===== src/rtl/vx_csr_access_arb_if.sv =====
// vx_csr_access_arb_if: requester, response and CSR-file signals of the CSR access arbiter.
// master is the arbiter's view; slave is the view of the environment around it.
interface vx_csr_access_arb_if #(
    parameter int NUM_REQS  = 2,
    parameter int ADDR_BITS = 12,
    parameter int WID_BITS  = 2,
    parameter int UUID_BITS = 44
);
    localparam int IDX_W = (NUM_REQS > 1) ? $clog2(NUM_REQS) : 1;
    logic [NUM_REQS-1:0]           req_valid;
    logic [NUM_REQS-1:0]           req_ready;
    logic [NUM_REQS*2-1:0]         req_op;
    logic [NUM_REQS*ADDR_BITS-1:0] req_addr;
    logic [NUM_REQS*WID_BITS-1:0]  req_wid;
    logic [NUM_REQS*UUID_BITS-1:0] req_uuid;
    logic [NUM_REQS*32-1:0]        req_data;
    logic                          rsp_valid;
    logic                          rsp_ready;
    logic [IDX_W-1:0]              rsp_idx;
    logic [UUID_BITS-1:0]          rsp_uuid;
    logic [31:0]                   rsp_data;
    logic                          csr_read_enable;
    logic [ADDR_BITS-1:0]          csr_read_addr;
    logic [WID_BITS-1:0]           csr_read_wid;
    logic [UUID_BITS-1:0]          csr_read_uuid;
    logic [31:0]                   csr_read_data;
    logic                          csr_write_enable;
    logic [ADDR_BITS-1:0]          csr_write_addr;
    logic [WID_BITS-1:0]           csr_write_wid;
    logic [UUID_BITS-1:0]          csr_write_uuid;
    logic [31:0]                   csr_write_data;
    logic                          busy;

    modport master (
        input  req_valid, req_op, req_addr, req_wid, req_uuid, req_data, rsp_ready, csr_read_data,
        output req_ready, rsp_valid, rsp_idx, rsp_uuid, rsp_data,
        output csr_read_enable, csr_read_addr, csr_read_wid, csr_read_uuid,
        output csr_write_enable, csr_write_addr, csr_write_wid, csr_write_uuid, csr_write_data, busy
    );

    modport slave (
        output req_valid, req_op, req_addr, req_wid, req_uuid, req_data, rsp_ready, csr_read_data,
        input  req_ready, rsp_valid, rsp_idx, rsp_uuid, rsp_data,
        input  csr_read_enable, csr_read_addr, csr_read_wid, csr_read_uuid,
        input  csr_write_enable, csr_write_addr, csr_write_wid, csr_write_uuid, csr_write_data, busy
    );
endinterface


===== src/rtl/vx_csr_access_arb.sv =====
// vx_csr_access_arb: serialises CSR accesses from NUM_REQS requesters as read, optional write, then response.
// Define VX_CSR_ARB_FIXED_PRIO_EN for fixed lowest-index priority instead of round-robin.
module vx_csr_access_arb #(
    parameter int NUM_REQS  = 2,
    parameter int ADDR_BITS = 12,
    parameter int WID_BITS  = 2,
    parameter int UUID_BITS = 44
) (
    input logic                 clk,
    input logic                 reset,
    vx_csr_access_arb_if.master bus
);
    localparam int IDX_W = (NUM_REQS > 1) ? $clog2(NUM_REQS) : 1;
    localparam logic [1:0] OP_RW = 2'b01;
    localparam logic [1:0] OP_RS = 2'b10;

    typedef enum logic [1:0] {IDLE, READ, WRITE, RESP} state_t;

    state_t               state_q, state_d;
    logic [1:0]           op_q, op_d;
    logic [ADDR_BITS-1:0] addr_q, addr_d;
    logic [WID_BITS-1:0]  wid_q, wid_d;
    logic [UUID_BITS-1:0] uuid_q, uuid_d;
    logic [31:0]          data_q, data_d;
    logic [31:0]          old_q, old_d;
    logic [31:0]          wdata_q, wdata_d;
    logic [IDX_W-1:0]     idx_q, idx_d;
    logic                 rd_en_q, rd_en_d;
    logic                 wr_en_q, wr_en_d;
    logic                 rsp_valid_q, rsp_valid_d;
    logic                 busy_q, busy_d;
`ifndef VX_CSR_ARB_FIXED_PRIO_EN
    logic [IDX_W-1:0]     rr_ptr_q, rr_ptr_d;
`endif

    logic                 found;
    logic [IDX_W-1:0]     grant;
    logic [1:0]           sel_op;
    logic [ADDR_BITS-1:0] sel_addr;
    logic [WID_BITS-1:0]  sel_wid;
    logic [UUID_BITS-1:0] sel_uuid;
    logic [31:0]          sel_data;
    logic                 writes;
    logic [31:0]          wr_value;

    // Round-robin: first look at requesters at or above rr_ptr, then wrap to the bottom.
    always_comb begin
        found = 1'b0;
        grant = '0;
`ifndef VX_CSR_ARB_FIXED_PRIO_EN
        for (int i = 0; i < NUM_REQS; i++)
            if (!found && bus.req_valid[i] && i >= int'(rr_ptr_q)) begin
                found = 1'b1;
                grant = IDX_W'(i);
            end
`endif
        for (int i = 0; i < NUM_REQS; i++)
            if (!found && bus.req_valid[i]) begin
                found = 1'b1;
                grant = IDX_W'(i);
            end
    end

    always_comb begin
        sel_op        = '0;
        sel_addr      = '0;
        sel_wid       = '0;
        sel_uuid      = '0;
        sel_data      = '0;
        bus.req_ready = '0;
        for (int i = 0; i < NUM_REQS; i++)
            if (grant == IDX_W'(i)) begin
                sel_op           = bus.req_op[i*2 +: 2];
                sel_addr         = bus.req_addr[i*ADDR_BITS +: ADDR_BITS];
                sel_wid          = bus.req_wid[i*WID_BITS +: WID_BITS];
                sel_uuid         = bus.req_uuid[i*UUID_BITS +: UUID_BITS];
                sel_data         = bus.req_data[i*32 +: 32];
                bus.req_ready[i] = found && state_q == IDLE && !reset;
            end
    end

    // Only meaningful while in READ, when csr_read_data holds the old value.
    always_comb begin
        writes   = (op_q == OP_RW) || (op_q[1] && data_q != '0);
        wr_value = (op_q == OP_RW) ? data_q :
                   (op_q == OP_RS) ? (bus.csr_read_data | data_q) : (bus.csr_read_data & ~data_q);
    end

    always_comb begin
        state_d = state_q;
        op_d    = op_q;
        addr_d  = addr_q;
        wid_d   = wid_q;
        uuid_d  = uuid_q;
        data_d  = data_q;
        idx_d   = idx_q;
        old_d   = old_q;
`ifndef VX_CSR_ARB_FIXED_PRIO_EN
        rr_ptr_d = rr_ptr_q;
`endif
        case (state_q)
            IDLE:
                if (found) begin
                    state_d = READ;
                    op_d    = sel_op;
                    addr_d  = sel_addr;
                    wid_d   = sel_wid;
                    uuid_d  = sel_uuid;
                    data_d  = sel_data;
                    idx_d   = grant;
`ifndef VX_CSR_ARB_FIXED_PRIO_EN
                    rr_ptr_d = (grant == IDX_W'(NUM_REQS - 1)) ? '0 : grant + IDX_W'(1);
`endif
                end
            READ: begin
                old_d   = bus.csr_read_data;
                state_d = writes ? WRITE : RESP;
            end
            WRITE:   state_d = RESP;
            RESP:    state_d = bus.rsp_ready ? IDLE : RESP;
            default: state_d = IDLE;
        endcase
        rd_en_d     = state_d == READ;
        wr_en_d     = state_d == WRITE;
        wdata_d     = wr_en_d ? wr_value : '0;
        rsp_valid_d = state_d == RESP;
        busy_d      = state_d != IDLE;
    end

    always_ff @(posedge clk or posedge reset) begin
        if (reset) begin
            state_q     <= IDLE;
            op_q        <= '0;
            addr_q      <= '0;
            wid_q       <= '0;
            uuid_q      <= '0;
            data_q      <= '0;
            idx_q       <= '0;
            old_q       <= '0;
            wdata_q     <= '0;
            rd_en_q     <= 1'b0;
            wr_en_q     <= 1'b0;
            rsp_valid_q <= 1'b0;
            busy_q      <= 1'b0;
`ifndef VX_CSR_ARB_FIXED_PRIO_EN
            rr_ptr_q    <= '0;
`endif
        end else begin
            state_q     <= state_d;
            op_q        <= op_d;
            addr_q      <= addr_d;
            wid_q       <= wid_d;
            uuid_q      <= uuid_d;
            data_q      <= data_d;
            idx_q       <= idx_d;
            old_q       <= old_d;
            wdata_q     <= wdata_d;
            rd_en_q     <= rd_en_d;
            wr_en_q     <= wr_en_d;
            rsp_valid_q <= rsp_valid_d;
            busy_q      <= busy_d;
`ifndef VX_CSR_ARB_FIXED_PRIO_EN
            rr_ptr_q    <= rr_ptr_d;
`endif
        end
    end

    assign bus.csr_read_enable  = rd_en_q;
    assign bus.csr_read_addr    = addr_q;
    assign bus.csr_read_wid     = wid_q;
    assign bus.csr_read_uuid    = uuid_q;
    assign bus.csr_write_enable = wr_en_q;
    assign bus.csr_write_addr   = addr_q;
    assign bus.csr_write_wid    = wid_q;
    assign bus.csr_write_uuid   = uuid_q;
    assign bus.csr_write_data   = wdata_q;
    assign bus.rsp_valid        = rsp_valid_q;
    assign bus.rsp_idx          = idx_q;
    assign bus.rsp_uuid         = uuid_q;
    assign bus.rsp_data         = old_q;
    assign bus.busy             = busy_q;
endmodule

===== src/flat_wrapper.sv =====
// flat-port wrapper written by rule: the top's interface ports become plain ports
module vx_csr_access_arb_flat 
#(
    parameter int NUM_REQS  = 2,
    parameter int ADDR_BITS = 12,
    parameter int WID_BITS  = 2,
    parameter int UUID_BITS = 44
)
  (clk, reset, bus_req_valid, bus_req_op, bus_req_addr, bus_req_wid, bus_req_uuid, bus_req_data, bus_rsp_ready, bus_csr_read_data, bus_req_ready, bus_rsp_valid, bus_rsp_idx, bus_rsp_uuid, bus_rsp_data, bus_csr_read_enable, bus_csr_read_addr, bus_csr_read_wid, bus_csr_read_uuid, bus_csr_write_enable, bus_csr_write_addr, bus_csr_write_wid, bus_csr_write_uuid, bus_csr_write_data, bus_busy);
  vx_csr_access_arb_if #(.NUM_REQS(NUM_REQS), .ADDR_BITS(ADDR_BITS), .WID_BITS(WID_BITS), .UUID_BITS(UUID_BITS)) bus_i ();
  input logic clk;
  input logic reset;
  input wire logic [$bits(bus_i.req_valid)-1:0] bus_req_valid;
  input wire logic [$bits(bus_i.req_op)-1:0] bus_req_op;
  input wire logic [$bits(bus_i.req_addr)-1:0] bus_req_addr;
  input wire logic [$bits(bus_i.req_wid)-1:0] bus_req_wid;
  input wire logic [$bits(bus_i.req_uuid)-1:0] bus_req_uuid;
  input wire logic [$bits(bus_i.req_data)-1:0] bus_req_data;
  input wire logic [$bits(bus_i.rsp_ready)-1:0] bus_rsp_ready;
  input wire logic [$bits(bus_i.csr_read_data)-1:0] bus_csr_read_data;
  output wire logic [$bits(bus_i.req_ready)-1:0] bus_req_ready;
  output wire logic [$bits(bus_i.rsp_valid)-1:0] bus_rsp_valid;
  output wire logic [$bits(bus_i.rsp_idx)-1:0] bus_rsp_idx;
  output wire logic [$bits(bus_i.rsp_uuid)-1:0] bus_rsp_uuid;
  output wire logic [$bits(bus_i.rsp_data)-1:0] bus_rsp_data;
  output wire logic [$bits(bus_i.csr_read_enable)-1:0] bus_csr_read_enable;
  output wire logic [$bits(bus_i.csr_read_addr)-1:0] bus_csr_read_addr;
  output wire logic [$bits(bus_i.csr_read_wid)-1:0] bus_csr_read_wid;
  output wire logic [$bits(bus_i.csr_read_uuid)-1:0] bus_csr_read_uuid;
  output wire logic [$bits(bus_i.csr_write_enable)-1:0] bus_csr_write_enable;
  output wire logic [$bits(bus_i.csr_write_addr)-1:0] bus_csr_write_addr;
  output wire logic [$bits(bus_i.csr_write_wid)-1:0] bus_csr_write_wid;
  output wire logic [$bits(bus_i.csr_write_uuid)-1:0] bus_csr_write_uuid;
  output wire logic [$bits(bus_i.csr_write_data)-1:0] bus_csr_write_data;
  output wire logic [$bits(bus_i.busy)-1:0] bus_busy;
  assign bus_i.req_valid = bus_req_valid;
  assign bus_i.req_op = bus_req_op;
  assign bus_i.req_addr = bus_req_addr;
  assign bus_i.req_wid = bus_req_wid;
  assign bus_i.req_uuid = bus_req_uuid;
  assign bus_i.req_data = bus_req_data;
  assign bus_i.rsp_ready = bus_rsp_ready;
  assign bus_i.csr_read_data = bus_csr_read_data;
  assign bus_req_ready = bus_i.req_ready;
  assign bus_rsp_valid = bus_i.rsp_valid;
  assign bus_rsp_idx = bus_i.rsp_idx;
  assign bus_rsp_uuid = bus_i.rsp_uuid;
  assign bus_rsp_data = bus_i.rsp_data;
  assign bus_csr_read_enable = bus_i.csr_read_enable;
  assign bus_csr_read_addr = bus_i.csr_read_addr;
  assign bus_csr_read_wid = bus_i.csr_read_wid;
  assign bus_csr_read_uuid = bus_i.csr_read_uuid;
  assign bus_csr_write_enable = bus_i.csr_write_enable;
  assign bus_csr_write_addr = bus_i.csr_write_addr;
  assign bus_csr_write_wid = bus_i.csr_write_wid;
  assign bus_csr_write_uuid = bus_i.csr_write_uuid;
  assign bus_csr_write_data = bus_i.csr_write_data;
  assign bus_busy = bus_i.busy;
  vx_csr_access_arb #(.NUM_REQS(NUM_REQS), .ADDR_BITS(ADDR_BITS), .WID_BITS(WID_BITS), .UUID_BITS(UUID_BITS)) u_core (.clk(clk), .reset(reset), .bus(bus_i));
endmodule

===== config.mk =====
export PLATFORM = sky130hd
export DESIGN_NAME = vx_csr_access_arb_flat
export DESIGN_NICKNAME = d
export VERILOG_FILES = /design/src/rtl/vx_csr_access_arb_if.sv /design/src/rtl/vx_csr_access_arb.sv /design/src/flat_wrapper.sv
export SDC_FILE = /design/constraint.sdc
export NUM_CORES = 1
export LEC_CHECK = 0
export CORE_AREA = 2 2 174 176
export DETAILED_ROUTE_END_ITERATION = 8
export DIE_AREA = 0 0 176 178
export PLACE_DENSITY = 0.56
export SYNTH_ARGS = -nofsm -noshare
export SYNTH_HDL_FRONTEND = slang
export SYNTH_SLANG_ARGS = --single-unit

===== constraint.sdc =====
create_clock -name clk -period 11.9 [get_ports clk]
set_input_delay 1.19 -clock clk [delete_from_list [all_inputs] [get_ports clk]]
set_output_delay 1.19 -clock clk [all_outputs]
set_load 0.02 [all_outputs]

# Word level (Yosys, flattened, before mapping)

Index checks and enable logic that the tools add are counted.

Flip-flop bits (word level): 164
Bits of input ports: 221
Output and inout bits: 231
Logic and storage cells: 65

Add/subtract/negate cells: 1
Magnitude comparators: 1
Equal/unequal tests: 8
Mux-type cells: 22
Bitwise logic cells: 3
Reduce and logical (&&, ||, !) cells: 16

Operator list:

| cell                  | number |
|---|---|
| $mux W32              | 4 |
| $mux W44              | 1 |
| $and A32 B32 Y32      | 1 |
| $not A32 Y32          | 1 |
| $or A32 B32 Y32       | 1 |
| $reduce_bool A32 Y1   | 1 |
| $mux W12              | 1 |
| $mux W1               | 11 |
| $eq A2 B2 Y1 const B  | 5 |
| $mux W2               | 4 |
| $pmux W2 S4           | 1 |
| $logic_and A1 B1 Y1   | 7 |
| $eq A2 B1 Y1 const B  | 3 |
| $logic_not A1 Y1      | 4 |
| $logic_not A2 Y1      | 1 |
| $reduce_and A2 Y1     | 1 |
| $reduce_bool A2 Y1    | 1 |
| $add A1 B1 Y1 const B | 1 |
| $ge A1 B1 Y1 const A  | 1 |
| $logic_or A1 B1 Y1    | 1 |

# Longest topological paths before layout

Depth in word-level cells: 16
Gate-level depth with buffers: 6
Gate-level depth less buffers: 4

# Worst setup path before layout

Ideal clock, no wire load.

Kind: input-to-output
From: input port reset
To: output port bus_req_ready[0]
Data arrival time: 5129 ps
Data required time: 10710 ps
Setup slack: 5581 ps
Cell stages on the path: 2
Cell sequence: inv_1 > and2_1

Word-level cells in the longest chain between the ends: 3

RTL lines:

| element             | line                    | source |
|---|---|---|
| start, declared     | flat_wrapper.sv:12      | `input logic reset;` |
| $logic_not A1 Y1    | vx_csr_access_arb.sv:78 | `bus.req_ready[i] = found && state_q == IDLE && !reset;` |
| $logic_and A1 B1 Y1 | vx_csr_access_arb.sv:78 |  |
| $mux W1             | vx_csr_access_arb.sv:72 | `if (grant == IDX_W'(i)) begin` |
| end, declared       | flat_wrapper.sv:21      | `output wire logic [$bits(bus_i.req_ready)-1:0] bus_req_ready;` |

No other way between the ends.

# Worst setup path after layout

From: input port bus_req_valid[1]
To: output port bus_req_ready[0]

Word-level cells in the longest chain between the ends: 11
Elaborated cells between the ends (all ways): 14
Those cells by class: mux (7); reduce/logical (7)

RTL lines:

| element                           | line                    | source |
|---|---|---|
| start, declared                   | flat_wrapper.sv:13      | `input wire logic [$bits(bus_i.req_valid)-1:0] bus_req_valid;` |
| $logic_and A1 B1 Y1               | vx_csr_access_arb.sv:52 | `if (!found && bus.req_valid[i] && i >= int'(rr_ptr_q)) begin` |
| $mux W1                           | vx_csr_access_arb.sv:52 |  |
| $logic_not A1 Y1                  | vx_csr_access_arb.sv:58 | `if (!found && bus.req_valid[i]) begin` |
| $logic_and A1 B1 Y1               | vx_csr_access_arb.sv:58 |  |
| $mux W1                           | vx_csr_access_arb.sv:58 |  |
| $logic_not A1 Y1                  | vx_csr_access_arb.sv:58 |  |
| $logic_and A1 B1 Y1               | vx_csr_access_arb.sv:58 |  |
| $mux W1                           | vx_csr_access_arb.sv:58 |  |
| $logic_and A1 B1 Y1 (2 in series) | vx_csr_access_arb.sv:78 |  |
| $mux W1 (*)                       | vx_csr_access_arb.sv:72 |  |

Every way passes the cells marked *; elsewhere a longest branch is shown, timed or not.

==> metrics.log <==
INFO  metric run_status = completed
INFO  metric p_clk_share = 17.5%
INFO  metric fin_hold_ws = 482 ps
INFO  metric powerDensity = 262 nW/um2
INFO  metric netlist_top_cells_area = sky130_fd_sc_hd__dfrtp_1 54%, sky130_fd_sc_hd__buf_4 11%, sky130_fd_sc_hd__nand2_1 11%
INFO  metric cap_violations = 0
INFO  metric fmax = 0.232 GHz
INFO  metric power.switching_fraction = 41.3%
INFO  metric grt_first_pass_wirelength = 40,300 um
INFO  metric die_height = 178 um
INFO  metric critical_path_peak_fanout = 37
INFO  metric p_seq_share = 30.9%
INFO  metric yosysTopAreaCell = sky130_fd_sc_hd__dfrtp_1
INFO  metric portBuffers = around 450
INFO  metric clockBufferDepth = 2
INFO  metric p_leak = between 5 and 6 nW
INFO  metric finalSetupViolCount = 0
INFO  metric crit_required = 10,710 ps
INFO  metric routed_wirelength = 27,100 um
INFO  metric end_kind = output port
INFO  metric antenna_left = 0
INFO  metric finalNetCount = 1,308
INFO  metric synth_seq_cells = 164
INFO  metric setup.worst_path.end = bus_req_ready[0]
INFO  metric grt.total_usage = 17.0%
INFO  metric p_sw = around 1.3 mW
INFO  metric avgViaCountPerCell = 4.36
INFO  metric worst-r2r-cell-count = 5
INFO  metric gate_count_of_the_mapped_netlist = roughly 750
INFO  metric floorplan.initialDensity = about 26%
INFO  metric report.final.slew_viol_count = 0
INFO  metric detailed_place.area = 11,700 um2
INFO  metric cts.reportedPaths.clkPinSlew = 60 ps
INFO  metric worst_ep_arrival_time = 3130 ps
INFO  metric yosys_warnings = 0
INFO  metric fin_ws = between 7000 and 8000 ps
INFO  metric highest_count_cells_in_the_layout_ignoring_fill_and_taps = 451 x sky130_fd_sc_hd__clkdlybuf4s50_1, 217 x sky130_fd_sc_hd__nand2_1, 164 x sky130_fd_sc_hd__dfrtp_1
INFO  metric dpl_worst_slack = ~7600 ps
INFO  metric grt_remaining_overflow = 0
INFO  metric detail_route.iter0.violations = 386
INFO  metric worst_clock_skew = roughly 15 ps
INFO  metric worst_r2r_startpoint = u_core.data_q[7]
INFO  metric ioPinCount = about 450
INFO  metric max_slew.worst_pin.slew = ~1000 ps
INFO  metric layout_commonest_cell = sky130_fd_sc_hd__clkdlybuf4s50_1
INFO  metric gp_congestion = 0.761
INFO  metric num_rows = 63
INFO  metric final.setup.tns = 0 ps
INFO  metric clock_tree_from_tritoncts = built
INFO  metric fillers = 2,869
INFO  metric grt_start_max_net_pins = 95
INFO  metric antenna_found_initial = 0
INFO  metric floorplan.core_area = 29,400 um2
INFO  metric routedWlPerCell = 18.2 um
INFO  metric area_share_of_the_leading_cell_type_in_the_synthesized_netlist = 53.9%
INFO  metric clk-insertion-delay-late = 420 ps
INFO  metric cts_made_buffers = 17
INFO  metric finalInstanceArea = approximately 12,000 um2
INFO  metric syn_area_per_cell = 10.1 um2
INFO  metric timing.critical_path.from = bus_req_valid[1]
INFO  metric regToRegEndpoint = u_core.bus.csr_write_data[4]
INFO  metric drt_pass1_iterations = 5
INFO  metric cts_sinks = 164
INFO  metric cts_max_level = 4
INFO  metric stdcell_count = between 1,000 and 1,500
INFO  metric worst_slew_margin_rel = 30.5%
INFO  metric vdd_ir_drop_max = 0.179 mV
INFO  metric synth_nets = 974
INFO  metric seq_area_frac_synth = 53.9%
INFO  metric launching_element_type_of_the_critical_path = primary input
INFO  metric drt_drc_violations_left = 0
INFO  metric min-delay-path-class = reg2reg
INFO  metric synth.distinct_cells = 31
INFO  metric vias_in_the_first_global_route = roughly 6,500
INFO  metric p_total = 3.23 mW
INFO  metric power.combinational.fraction = between 50% and 60%
INFO  metric placed_cells = 1,458
INFO  metric worst-r2r-setup-slack = around 9300 ps
INFO  metric rsz0062_at_grt = false
INFO  metric fin_crit_sh = 36.3%
INFO  metric final_layout_size_suffix_gt1_share = 7.45%
INFO  metric die_width = between 150 and 200 um
INFO  metric die_ar = 31,300 um2
INFO  metric cts_hold_buf = 0
INFO  metric routed-via-count = 6,505
INFO  metric final_core_utilization = 42.0%
INFO  metric timing.final.crit_period = 4320 ps
INFO  metric internal_power = 1.90 mW
INFO  metric post_cts.resized_instances = 0
INFO  metric clock_root_buffer = sky130_fd_sc_hd__clkbuf_16
INFO  metric cts_post_setup_buffers_inserted = 0
INFO  metric worstSetupPathType = in2out
INFO  metric place_hpwl = 20,300 um
INFO  metric synth.cell_area = 7610 um2
INFO  metric layout-area-overhead-vs-synth = 62.1%
INFO  metric hold_violations = 0
metal layers:
| layer | routed length, um | part of all wire, % | GRT usage (%) |
|---|---|---|---|
| met5 | 0 | 0 | 0 |
| met4 | 150 | 0.55 | 3.65 |
| met3 | 1590 | 5.9 | 3.99 |
| met2 | 13600 | 50 | 28.4 |
| met1 | 11800 | 43 | 22.4 |
cell families after synthesis:
group,after synthesis,share of synthesized area (%)
buf+inv,150,13.2
flops,164,53.9
mux,32,4.73
compound gates,132,12.2
simple gates,274,15.8
xor+xnor,1,0.115
state kept, by name, indices dropped and copies added (netlist names):
name and cells:
u_core.bus.csr_write_data 32, u_core.data_q 32, u_core.rr_ptr_q 1, u_core.bus.busy 1, u_core.bus.rsp_data 32, u_core.bus.csr_read_uuid 44, u_core.bus.csr_write_enable 1, u_core.bus.csr_read_wid 2
u_core.op_q 2, u_core.bus.rsp_idx 1, u_core.bus.csr_read_enable 1, u_core.bus.csr_read_addr 12, u_core.bus.rsp_valid 1, u_core.state_q 2
critical path: stages:
cell and delay [ps]:
sky130_fd_sc_hd__clkdlybuf4s50_1 460, sky130_fd_sc_hd__inv_1 170, sky130_fd_sc_hd__o211a_4 480, sky130_fd_sc_hd__and2_1 190
sky130_fd_sc_hd__clkdlybuf4s50_1 640
cell usage after synthesis, drive strengths merged:
cell    instances
o211a           1
xor2            1
buf           121
o21ai           2
nand3           1
nand2b          2
nor3            1
a21o            2
a21oi          33
nor4            7
nor4b           1
nand4           2
o31ai           1
inv             5
and2            2
nor2            4
dfrtp         164
a22oi          92
clkbuf         24
o211ai          1
or2             2
mux2           32
nand3b         32
nor2b           1
nand2         217
or3             2
cell type report:
class                      instances  area (um2)  area share [%]
antenna                            1        2.50          0.0203
tap                              390         488            3.95
timing repair buffer             460        4580            37.1
inverter                           5        23.8           0.193
clock buffer                      18         429            3.48
multi-input combinational        439        2550            20.7
sequential                       164        4100            33.3
clock inverter                    14         163            1.32
power by group through the flow:
stage               Sequential (mW)  Combinational [mW]  Clock [mW]
floorplan                      1.15               0.831           0
global placement               1.00                1.67           0
detailed placement             1.01                1.68           0
CTS                            1.00                1.69       0.588
global route                   1.03                1.78       0.609
finish                        0.999                1.66       0.566
worst min-delay path by stage:
stage                             startpoint                  to  slack [ps]  depth (start not counted)
after floorplan            u_core.data_q[29]   u_core.data_q[29]         470                          2
after global placement    u_core.bus.rsp_idx  u_core.bus.rsp_idx         460                          1
after detailed placement  u_core.bus.rsp_idx  u_core.bus.rsp_idx         470                          1
after CTS                 u_core.bus.rsp_idx  u_core.bus.rsp_idx         490                          1
after global routing      u_core.bus.rsp_idx  u_core.bus.rsp_idx         510                          1
final                     u_core.bus.rsp_idx  u_core.bus.rsp_idx         480                          1
Note: power is estimated with default switching activity, not from simulation.
